### config.mk
export PLATFORM = sky130hd
export DESIGN_NAME = alarm_ctrl
export DESIGN_NICKNAME = d
export VERILOG_FILES = /design/src/rtl/alarm_pkg.sv /design/src/rtl/alarm_ctrl_btn_sync.sv /design/src/rtl/alarm_ctrl.sv
export SDC_FILE = /design/constraint.sdc
export NUM_CORES = 1
export LEC_CHECK = 0
export ABC_AREA = 1
export CORE_MARGIN = 2
export CORE_UTILIZATION = 33
export CTS_CLUSTER_SIZE = 25
export DETAILED_ROUTE_END_ITERATION = 16
export GPL_ROUTABILITY_DRIVEN = 0
export PLACE_DENSITY_LB_ADDON = 0.05
export SYNTH_ARGS = -nofsm -noshare
export SYNTH_HDL_FRONTEND = slang
export SYNTH_SLANG_ARGS = --single-unit
### constraint.sdc
create_clock -name clk -period 1.8 [get_ports clk]
set_input_delay 0.18 -clock clk [delete_from_list [all_inputs] [get_ports clk]]
set_output_delay 0.18 -clock clk [all_outputs]
set_load 0.02 [all_outputs]
### src/rtl/alarm_pkg.sv
// alarm_pkg: shared definitions for the alarm_ctrl slice.
//   STATE_W   - width of the controller state encoding
//   state_t   - controller states (encodings 5..7 are illegal)
//   is_timed  - true for states that run the shared delay counter
package alarm_pkg;

  localparam int unsigned STATE_W = 3;

  typedef enum logic [STATE_W-1:0] {
    ST_DISARMED  = 3'd0,
    ST_EXIT_DLY  = 3'd1,
    ST_ARMED     = 3'd2,
    ST_ENTRY_DLY = 3'd3,
    ST_ALARM     = 3'd4
  } state_t;

  function automatic logic is_timed(input state_t s);
    return (s == ST_EXIT_DLY) || (s == ST_ENTRY_DLY) || (s == ST_ALARM);
  endfunction

endpackage

### src/rtl/alarm_ctrl_btn_sync.sv
// btn_sync: 2-flop synchronizer plus rising-edge detector for one pushbutton.
//   clk   - system clock
//   rst_n - asynchronous active-low reset
//   btn   - raw asynchronous button level
//   pulse - one-cycle pulse on a synchronized rising edge
module btn_sync (
  input  logic clk,
  input  logic rst_n,
  input  logic btn,
  output logic pulse
);

  logic       s1;
  logic       s2;
  logic       prev;
  logic [1:0] fill;

  always_ff @(posedge clk or negedge rst_n) begin
    if (!rst_n) begin
      s1   <= 1'b0;
      s2   <= 1'b0;
      prev <= 1'b0;
      fill <= '0;
    end else begin
      s1   <= btn;
      s2   <= s1;
      prev <= s2;
      if (fill != 2'd3) fill <= fill + 2'd1;
    end
  end

  // Edges are only reported once prev holds a real sample taken after reset,
  // so a button held through reset never produces a pulse.
  assign pulse = s2 & ~prev & (fill == 2'd3);

endmodule

### src/rtl/alarm_ctrl.sv
// alarm_ctrl: intrusion alarm controller with exit/entry delays and a timed
// alarm that automatically re-arms.
//   clk, rst_n     - system clock, asynchronous active-low reset
//   arm_btn        - arm pushbutton (async, active-high)
//   disarm_btn     - disarm pushbutton (async, active-high)
//   sensor[3:0]    - zone sensors (async, 1 = tripped)
//   zone_mask[3:0] - static zone enables (1 = monitored)
//   tamper         - tamper input, present only with TAMPER_ALARM_EN defined
//   aux, siren     - high only in ALARM
//   armed_led      - high in every state except DISARMED
//   zone_latched   - zones that caused the last trip
//   state[2:0]     - current state encoding
// Build option: define TAMPER_ALARM_EN to add the tamper input, which forces
// ALARM from any state.
module alarm_ctrl
  import alarm_pkg::*;
#(
  parameter int unsigned EXIT_CYCLES  = 500000000,
  parameter int unsigned ENTRY_CYCLES = 750000000,
  parameter int unsigned ALARM_CYCLES = 1500000000
) (
  input  logic               clk,
  input  logic               rst_n,
  input  logic               arm_btn,
  input  logic               disarm_btn,
  input  logic [3:0]         sensor,
  input  logic [3:0]         zone_mask,
`ifdef TAMPER_ALARM_EN
  input  logic               tamper,
`endif
  output logic               aux,
  output logic               siren,
  output logic               armed_led,
  output logic [3:0]         zone_latched,
  output logic [STATE_W-1:0] state
);

  localparam logic [31:0] EXIT_LAST  = 32'(EXIT_CYCLES - 1);
  localparam logic [31:0] ENTRY_LAST = 32'(ENTRY_CYCLES - 1);
  localparam logic [31:0] ALARM_LAST = 32'(ALARM_CYCLES - 1);

  state_t      state_q, state_n;
  logic [31:0] cnt_q, cnt_n;
  logic [3:0]  zl_n;
  logic [3:0]  sens_s1, sens_s2;
  logic [3:0]  trip;
  logic        arm_p, dis_p;
  logic        tamper_hit;
  logic        alarm_n, led_n;

  btn_sync u_arm_sync (
    .clk   (clk),
    .rst_n (rst_n),
    .btn   (arm_btn),
    .pulse (arm_p)
  );

  btn_sync u_disarm_sync (
    .clk   (clk),
    .rst_n (rst_n),
    .btn   (disarm_btn),
    .pulse (dis_p)
  );

  always_ff @(posedge clk or negedge rst_n) begin
    if (!rst_n) begin
      sens_s1 <= '0;
      sens_s2 <= '0;
    end else begin
      sens_s1 <= sensor;
      sens_s2 <= sens_s1;
    end
  end

`ifdef TAMPER_ALARM_EN
  logic tamp_s1, tamp_s2;

  always_ff @(posedge clk or negedge rst_n) begin
    if (!rst_n) begin
      tamp_s1 <= 1'b0;
      tamp_s2 <= 1'b0;
    end else begin
      tamp_s1 <= tamper;
      tamp_s2 <= tamp_s1;
    end
  end

  assign tamper_hit = tamp_s2;
`else
  assign tamper_hit = 1'b0;
`endif

  assign trip  = sens_s2 & zone_mask;
  assign state = state_q;

  // State register plus the registered counter, zone latch and outputs.
  always_ff @(posedge clk or negedge rst_n) begin
    if (!rst_n) begin
      state_q      <= ST_DISARMED;
      cnt_q        <= '0;
      zone_latched <= '0;
      aux          <= 1'b0;
      siren        <= 1'b0;
      armed_led    <= 1'b0;
    end else begin
      state_q      <= state_n;
      cnt_q        <= cnt_n;
      zone_latched <= zl_n;
      aux          <= alarm_n;
      siren        <= alarm_n;
      armed_led    <= led_n;
    end
  end

  // Next state: illegal encodings first, then disarm, then tamper, then the
  // per-state arm / trip / timer rules.
  always_comb begin
    state_n = state_q;
    if (state_q > ST_ALARM) begin
      state_n = ST_DISARMED;
    end else if (dis_p && (state_q != ST_DISARMED)) begin
      state_n = ST_DISARMED;
    end else if (tamper_hit && (state_q != ST_ALARM)) begin
      state_n = ST_ALARM;
    end else begin
      case (state_q)
        ST_DISARMED:  if (arm_p)                state_n = ST_EXIT_DLY;
        ST_EXIT_DLY:  if (cnt_q == EXIT_LAST)   state_n = ST_ARMED;
        ST_ARMED:     if (|trip)                state_n = ST_ENTRY_DLY;
        ST_ENTRY_DLY: if (cnt_q == ENTRY_LAST)  state_n = ST_ALARM;
        ST_ALARM:     if (cnt_q == ALARM_LAST)  state_n = ST_ARMED;
        default:                                state_n = ST_DISARMED;
      endcase
    end
  end

  // Counter restarts on every state change and saturates instead of wrapping.
  always_comb begin
    cnt_n = '0;
    if ((state_n == state_q) && is_timed(state_q)) begin
      cnt_n = (cnt_q == '1) ? cnt_q : cnt_q + 32'd1;
    end
  end

  always_comb begin
    zl_n = zone_latched;
    if ((state_q == ST_DISARMED) && (state_n == ST_EXIT_DLY)) begin
      zl_n = '0;
    end else if ((state_q == ST_ARMED) && (state_n == ST_ENTRY_DLY)) begin
      zl_n = trip;
    end else if ((state_q == ST_ENTRY_DLY) || (state_q == ST_ALARM)) begin
      zl_n = zone_latched | trip;
    end
  end

  // Outputs decoded from the next state so the registered outputs line up
  // with the state register.
  always_comb begin
    alarm_n = 1'b0;
    led_n   = 1'b0;
    case (state_n)
      ST_ALARM: begin
        alarm_n = 1'b1;
        led_n   = 1'b1;
      end
      ST_EXIT_DLY, ST_ARMED, ST_ENTRY_DLY: led_n = 1'b1;
      default: ;
    endcase
  end

endmodule

Word level (Yosys, flattened, before mapping)
Index checks and enable logic that the tools add are counted.
{ "word_totals": {"n_memories": 0, "out_inout_bits": 10, "ramBits": 0, "reg_bits": 59, "wordCells": 72, "inputBits": 12, "romBits": 0, "latch_bits": 0} }
{ "classes": {"n_eq_ne": 18, "bitwise": 8, "div": 0, "n_reduce_logical": 12, "n_mul": 0, "muxes": 15, "shifts": 0, "addsub": 3, "n_lt_le_gt_ge": 1} }
{ "op_table": {"columns": ["op", "n"], "rows": [
  ["$mux W32", 2],
  ["$add A32 B1 Y32 const B", 1],
  ["$eq A32 B29 Y1 const B", 1],
  ["$eq A32 B30 Y1 const B", 1],
  ["$eq A32 B31 Y1 const B", 1],
  ["$eq A32 B32 Y1 const B", 1],
  ["$mux W3", 7],
  ["$pmux W3 S5", 1],
  ["$eq A3 B2 Y1 const B", 4],
  ["$mux W4", 3],
  ["$reduce_or A4 Y1", 2],
  ["$eq A3 B1 Y1 const B", 2],
  ["$eq A3 B3 Y1 const B", 2],
  ["$ne A2 B2 Y1 const B", 3],
  ["$reduce_bool A3 Y1", 2],
  ["$add A2 B1 Y2 const B", 2],
  ["$and A1 B1 Y1", 4],
  ["$and A4 B4 Y4", 1],
  ["$eq A2 B2 Y1 const B", 2],
  ["$logic_and A1 B1 Y1", 4],
  ["$or A4 B4 Y4", 1],
  ["$eq A3 B3 Y1", 1],
  ["$gt A3 B3 Y1 const B", 1],
  ["$logic_not A3 Y1", 1],
  ["other kinds (3)", 7]
]} }

Logic depth before layout (Yosys ltp)
{ "depth": {"ltp_word": 11, "ltp_mapped": 15, "depth_no_buf": 14} }

By module
Synthesis repeated with hierarchy kept, for this count alone.
{ "hier_totals": {"hier_cells": 460, "hier_area_um2": 3398.3} }
{ "by_module_without_submodules": {"columns": ["mod", "cells_per_inst", "seq_area_each_um2", "area_per_inst_um2", "n_inst"], "rows": [
  ["alarm_ctrl", 428, 1226.2, 3047.9, 1],
  ["btn_sync", 16, 125.1, 175.2, 2]
]} }

Least setup slack after synthesis
Ideal clock, no wire load.
{ "synth_path": {"kind": "register -> register", "startpoint": "reg cnt_q[0]", "endpoint": "reg cnt_q[14]", "slack_ns": -0.022, "setup_time_ns": 0.124, "path_stages_with_launch": 14, "arrival_time_ns": 1.698, "synth_period_minus_slack_ns": 1.822, "n_path_buf": 1, "required_time_ns": 1.676, "cell_sequence": "dfrtp_1 ha_1 nand2_1 nor2_4 nand3_1 nor2_1 nand2_1 nand2_2 nand2_1 o21ai_1 nand2_1 nand3_4 buf_6 nor3_2"} }
{ "synth_between": {"elab_chain_len": 8, "word_cells_on_any_way": 16, "cone_classes": "1 x add/sub; 6 x eq/ne; 8 x mux; 1 x reduce/logical"} }
{ "synth_rtl": {"columns": ["element", "line", "source"], "rows": [
  ["start, declared", "alarm_ctrl.sv:43", "logic [31:0] cnt_q, cnt_n;"],
  ["start signal, assigned", "alarm_ctrl.sv:107", "cnt_q <= cnt_n;"],
  ["$eq A32 B31 Y1 (tied with other cells)", "alarm_ctrl.sv:131", "ST_ALARM: if (cnt_q == ALARM_LAST) state_n = ST_ARMED;"],
  ["$mux W3, on equally long branches", "alarm_ctrl.sv:131, alarm_ctrl.sv:128, alarm_ctrl.sv:130", null],
  ["$pmux W3 S5", "alarm_ctrl.sv:126", "case (state_q)"],
  ["$mux W3", "alarm_ctrl.sv:121", "end else if (dis_p && (state_q != ST_DISARMED)) begin"],
  ["$mux W3", "alarm_ctrl.sv:119", "if (state_q > ST_ALARM) begin"],
  ["$eq A3 B3 Y1", "alarm_ctrl.sv:140", "if ((state_n == state_q) && is_timed(state_q)) begin"],
  ["$logic_and A1 B1 Y1", "alarm_ctrl.sv:140", null],
  ["$ne A2 B2 Y1 (no source line) / $mux W32 (equally long branches)", null, null]
]} }
Parallel ways exist; a longest one is shown, timed or not. The select of a mux whose other input is x is not followed.
A chain may end at the register's enable or synchronous reset.

Worst setup path after layout
{ "layout_path": {"startpoint": "reg cnt_q[15]", "endpoint": "reg cnt_q[31]"} }
The elaborated chain is that of the path after synthesis.

==> flow_summary.toml <==
[sta]
rsz0062_at_grt = "true"
fmax_mhz = 492
worst_slew_pin_slew_ps = 433
finalHoldViolations = 0
skew_ps = 15.7
post-route-period-util_pct = 113
min_period_ps = 2030
setup-violations-final = 36
slew_viol_final = 0
fin_setup_tns_ps = -7180
maxSlewHeadroom_pct = 71.1
fin_ws_ps = -232

[setup_path]
crit_path_start_kind = "register"
cp-end-kind = "register"
ff2ff_setup_slack_ps = -230
reg2reg_to = "cnt_q[31]$_DFFE_PN0P_"
crit_type = "reg2reg"
cp.arrival_ps = 2320
worstPathMaxFanout = 12
r2r_cells = 14
critical_path_required_ps = 2080
r2r-start = "cnt_q[15]$_DFFE_PN0P_"

[place]
placedCellCount = 681
portBuffers = 21
placed_cell_area_mm2 = 0.00461
dp_hpwl_mm = 7.38

[synthesis]
synthFlopType = "dfrtp_1"
ys_ff_latch = 59
yosys_warnings = 0
postSynthAreaPerCell_um2 = 8.10
synth.distinct_cells = 33
synth_enable_flop_cells = 0
async_flop_share_pct = 100
synth_top_area_share_pct = 42.3
synthCells = 431
seq_area_frac_synth_pct = 42.3
synth_nets = 446
netlist_area_mm2 = 0.00349
ys_top_cells_by_area = "dfrtp_1, nand2_1, nor3_2"
yosys.area.top_type = "dfrtp_1"

[worst_hold_path]
hold_path.class = "in2reg"
hold_start = "arm_btn"
hold_depth = 1
whs_endpoint = "u_arm_sync.s1$_DFF_PN0_"

[global_routing]
antenna_found_initial = 0
grt_max_degree = 35
grt_pass1_wl_mm = 16.1
overflow = 0
grt_pass1_vias = 3311
track_usage_pct = 18.6

[cts]
cts_sinks = 59
cts-htree-levels = 3
clock_latency_ps = 370
root_buffer = "clkbuf_8"
cts_tree = "done"
clockBufferDepth = 2
path_clk_slew_ps = 70
cts_buffers = 9

[final_layout]
syn_to_final_growth_pct = 43.3
fin_cells = 704
nets = 578
final_cell_mix = "nand2_1, buf_4, dfrtp_1, inv_1, nor2_1"
ff_latch_area_mm2 = 0.00148
multi_input_area_mm2 = 0.00177
layout_commonest_cell = "nand2_1"
fin_area_mm2 = 0.00500
n_antenna_cell = 0
post-route-util_pct = 48.6
n_fill_cell = 1036
drive_above_1_share_pct = 35.4

[floorplanning]
boundaryPins = 22
die_y_um = 107
num_rows = 37
die_width_um = 107
start_util_pct = 34.0
die_area_mm2 = 0.0114
core_mm2 = 0.0103

[route]
dr.pass1.iters = 4
vias_per_cell = 4.49
drt-total-wl_mm = 9.54
drc = 0
vias = 3158
detail-route-antenna-nets = 0
drt_iter0_markers = 91
drt-wirelength-per-cell_um = 13.5

[flow_run]
maxCapViolCount = 0

[pwr]
power.density_mw_per_mm2 = 936
p_leak_nw = 2.29
p_total_mw = 4.68
peakVddDrop_mv = 0.592

[outcome]
violations = "negative setup slack"
status = "finished, violations left"
-- per-layer routing --
metal	global-route usage (%)	routed length [um]	up-vias
met5	0	0	-
met4	7.51	191	0
met3	4.86	299	12
met2	32.6	4770	37
met1	21.5	4280	1470
li1	-	-	1639
-- how the worst max path moves through the flow --
stage,slack (ps),to,depth (start not counted),startpoint
5_1_grt,-390,cnt_q[0]$_DFFE_PN0P_,15,cnt_q[0]$_DFFE_PN0P_
6_report,-230,cnt_q[31]$_DFFE_PN0P_,14,cnt_q[15]$_DFFE_PN0P_
4_1_cts,-280,cnt_q[5]$_DFFE_PN0P_,15,cnt_q[1]$_DFFE_PN0P_
3_3_place_gp,-180,cnt_q[0]$_DFFE_PN0P_,15,cnt_q[1]$_DFFE_PN0P_
3_5_place_dp,-300,cnt_q[14]$_DFFE_PN0P_,15,cnt_q[0]$_DFFE_PN0P_
2_1_floorplan,2,cnt_q[5]$_DFFE_PN0P_,14,cnt_q[0]$_DFFE_PN0P_
-- layout make-up --
class | count | share of cell area (%)
Sequential cell | 59 | 29.5
Clock inverter | 7 | 2.50
Inverter | 60 | 4.50
Timing Repair Buffer | 131 | 22.2
Multi-Input combinational cell | 302 | 35.4
Clock buffer | 9 | 2.48
Tap cell | 136 | 3.40
-- registers in the layout, summed over array words and instances, names as in the netlist, 2 cells and up --
signal	cells
state	3
cnt_q	32
zone_latched	4
u_disarm_sync.fill	2
sens_s1	4
sens_s2	4
u_arm_sync.fill	2
-- per-stage QoR --
| step | hold slack, ps | setup WS (ps) |
|---|---|---|
| floorplan | -116 | 1.69 |
| finish | 247 | -232 |
| global route | 243 | -391 |
| global placement | 150 | -179 |
| detailed placement | 153 | -299 |
| CTS | 220 | -284 |
-- cell families (layout without fill, tap and decap cells) --
family                     count (synthesis)  after routing  synth area share (%)
DFF                                       59             59                  42.3
buffers and inverters                     71            207                  9.43
adders and majority gates                  3              3                  1.08
AOI/OAI and AO/OA                         13             13                  2.04
xor gates and xnor gates                  17             17                  4.27
muxes                                      2              2                 0.645
and+or+nand+nor                          266            267                  40.2
-- synthesized netlist by cell type, types with 2 or more instances --
master and count:
dfrtp_1 59, buf_2 3, xor2_1 13, o21ai_1 2, nor3_2 34, buf_6 6
xnor2_1 4, inv_1 58, nor2_4 2, nand2_1 112, nand4_1 17, mux2_2 2
ha_1 3, nand3_1 28, inv_2 2, nor2_2 4, nand2_2 9, o21ai_0 8
nor2_1 48, nor3_1 4
-- report_power, final --
group / internal, mW / total [mW] / switching, mW
logic: 0.734 / 1.69 / 0.953
clock network: 0.930 / 1.54 / 0.613
registers: 1.41 / 1.45 / 0.0425
total: 3.07 / 4.68 / 1.61
-- critical path, stage by stage, from the launching register on --
cell     delay, ps
dfrtp_1        390
inv_1          100
nand2_1         60
nor2_1         220
nand2_1        140
nor2_4         100
nand2_2         80
nand2_2        100
nand3_2         80
nand2_2         70
nand2_1         70
nand2_2         80
nand3_4        160
buf_12         210
nor3_2         100
-- repair_timing --
| action | 4_1_cts | 5_1_grt |
|---|---|---|
| endpoints found under the hold margin | 15 | 0 |
| endpoints found under the setup margin | 36 | 39 |
| gates resized for setup | 9 | 9 |
| hold buffers | 1 | 0 |
| gates cloned | 1 | 1 |
| pin swaps | 4 | 9 |
| setup buffers | 4 | 0 |
No activity file was read; power rests on OpenSTA's default activity.
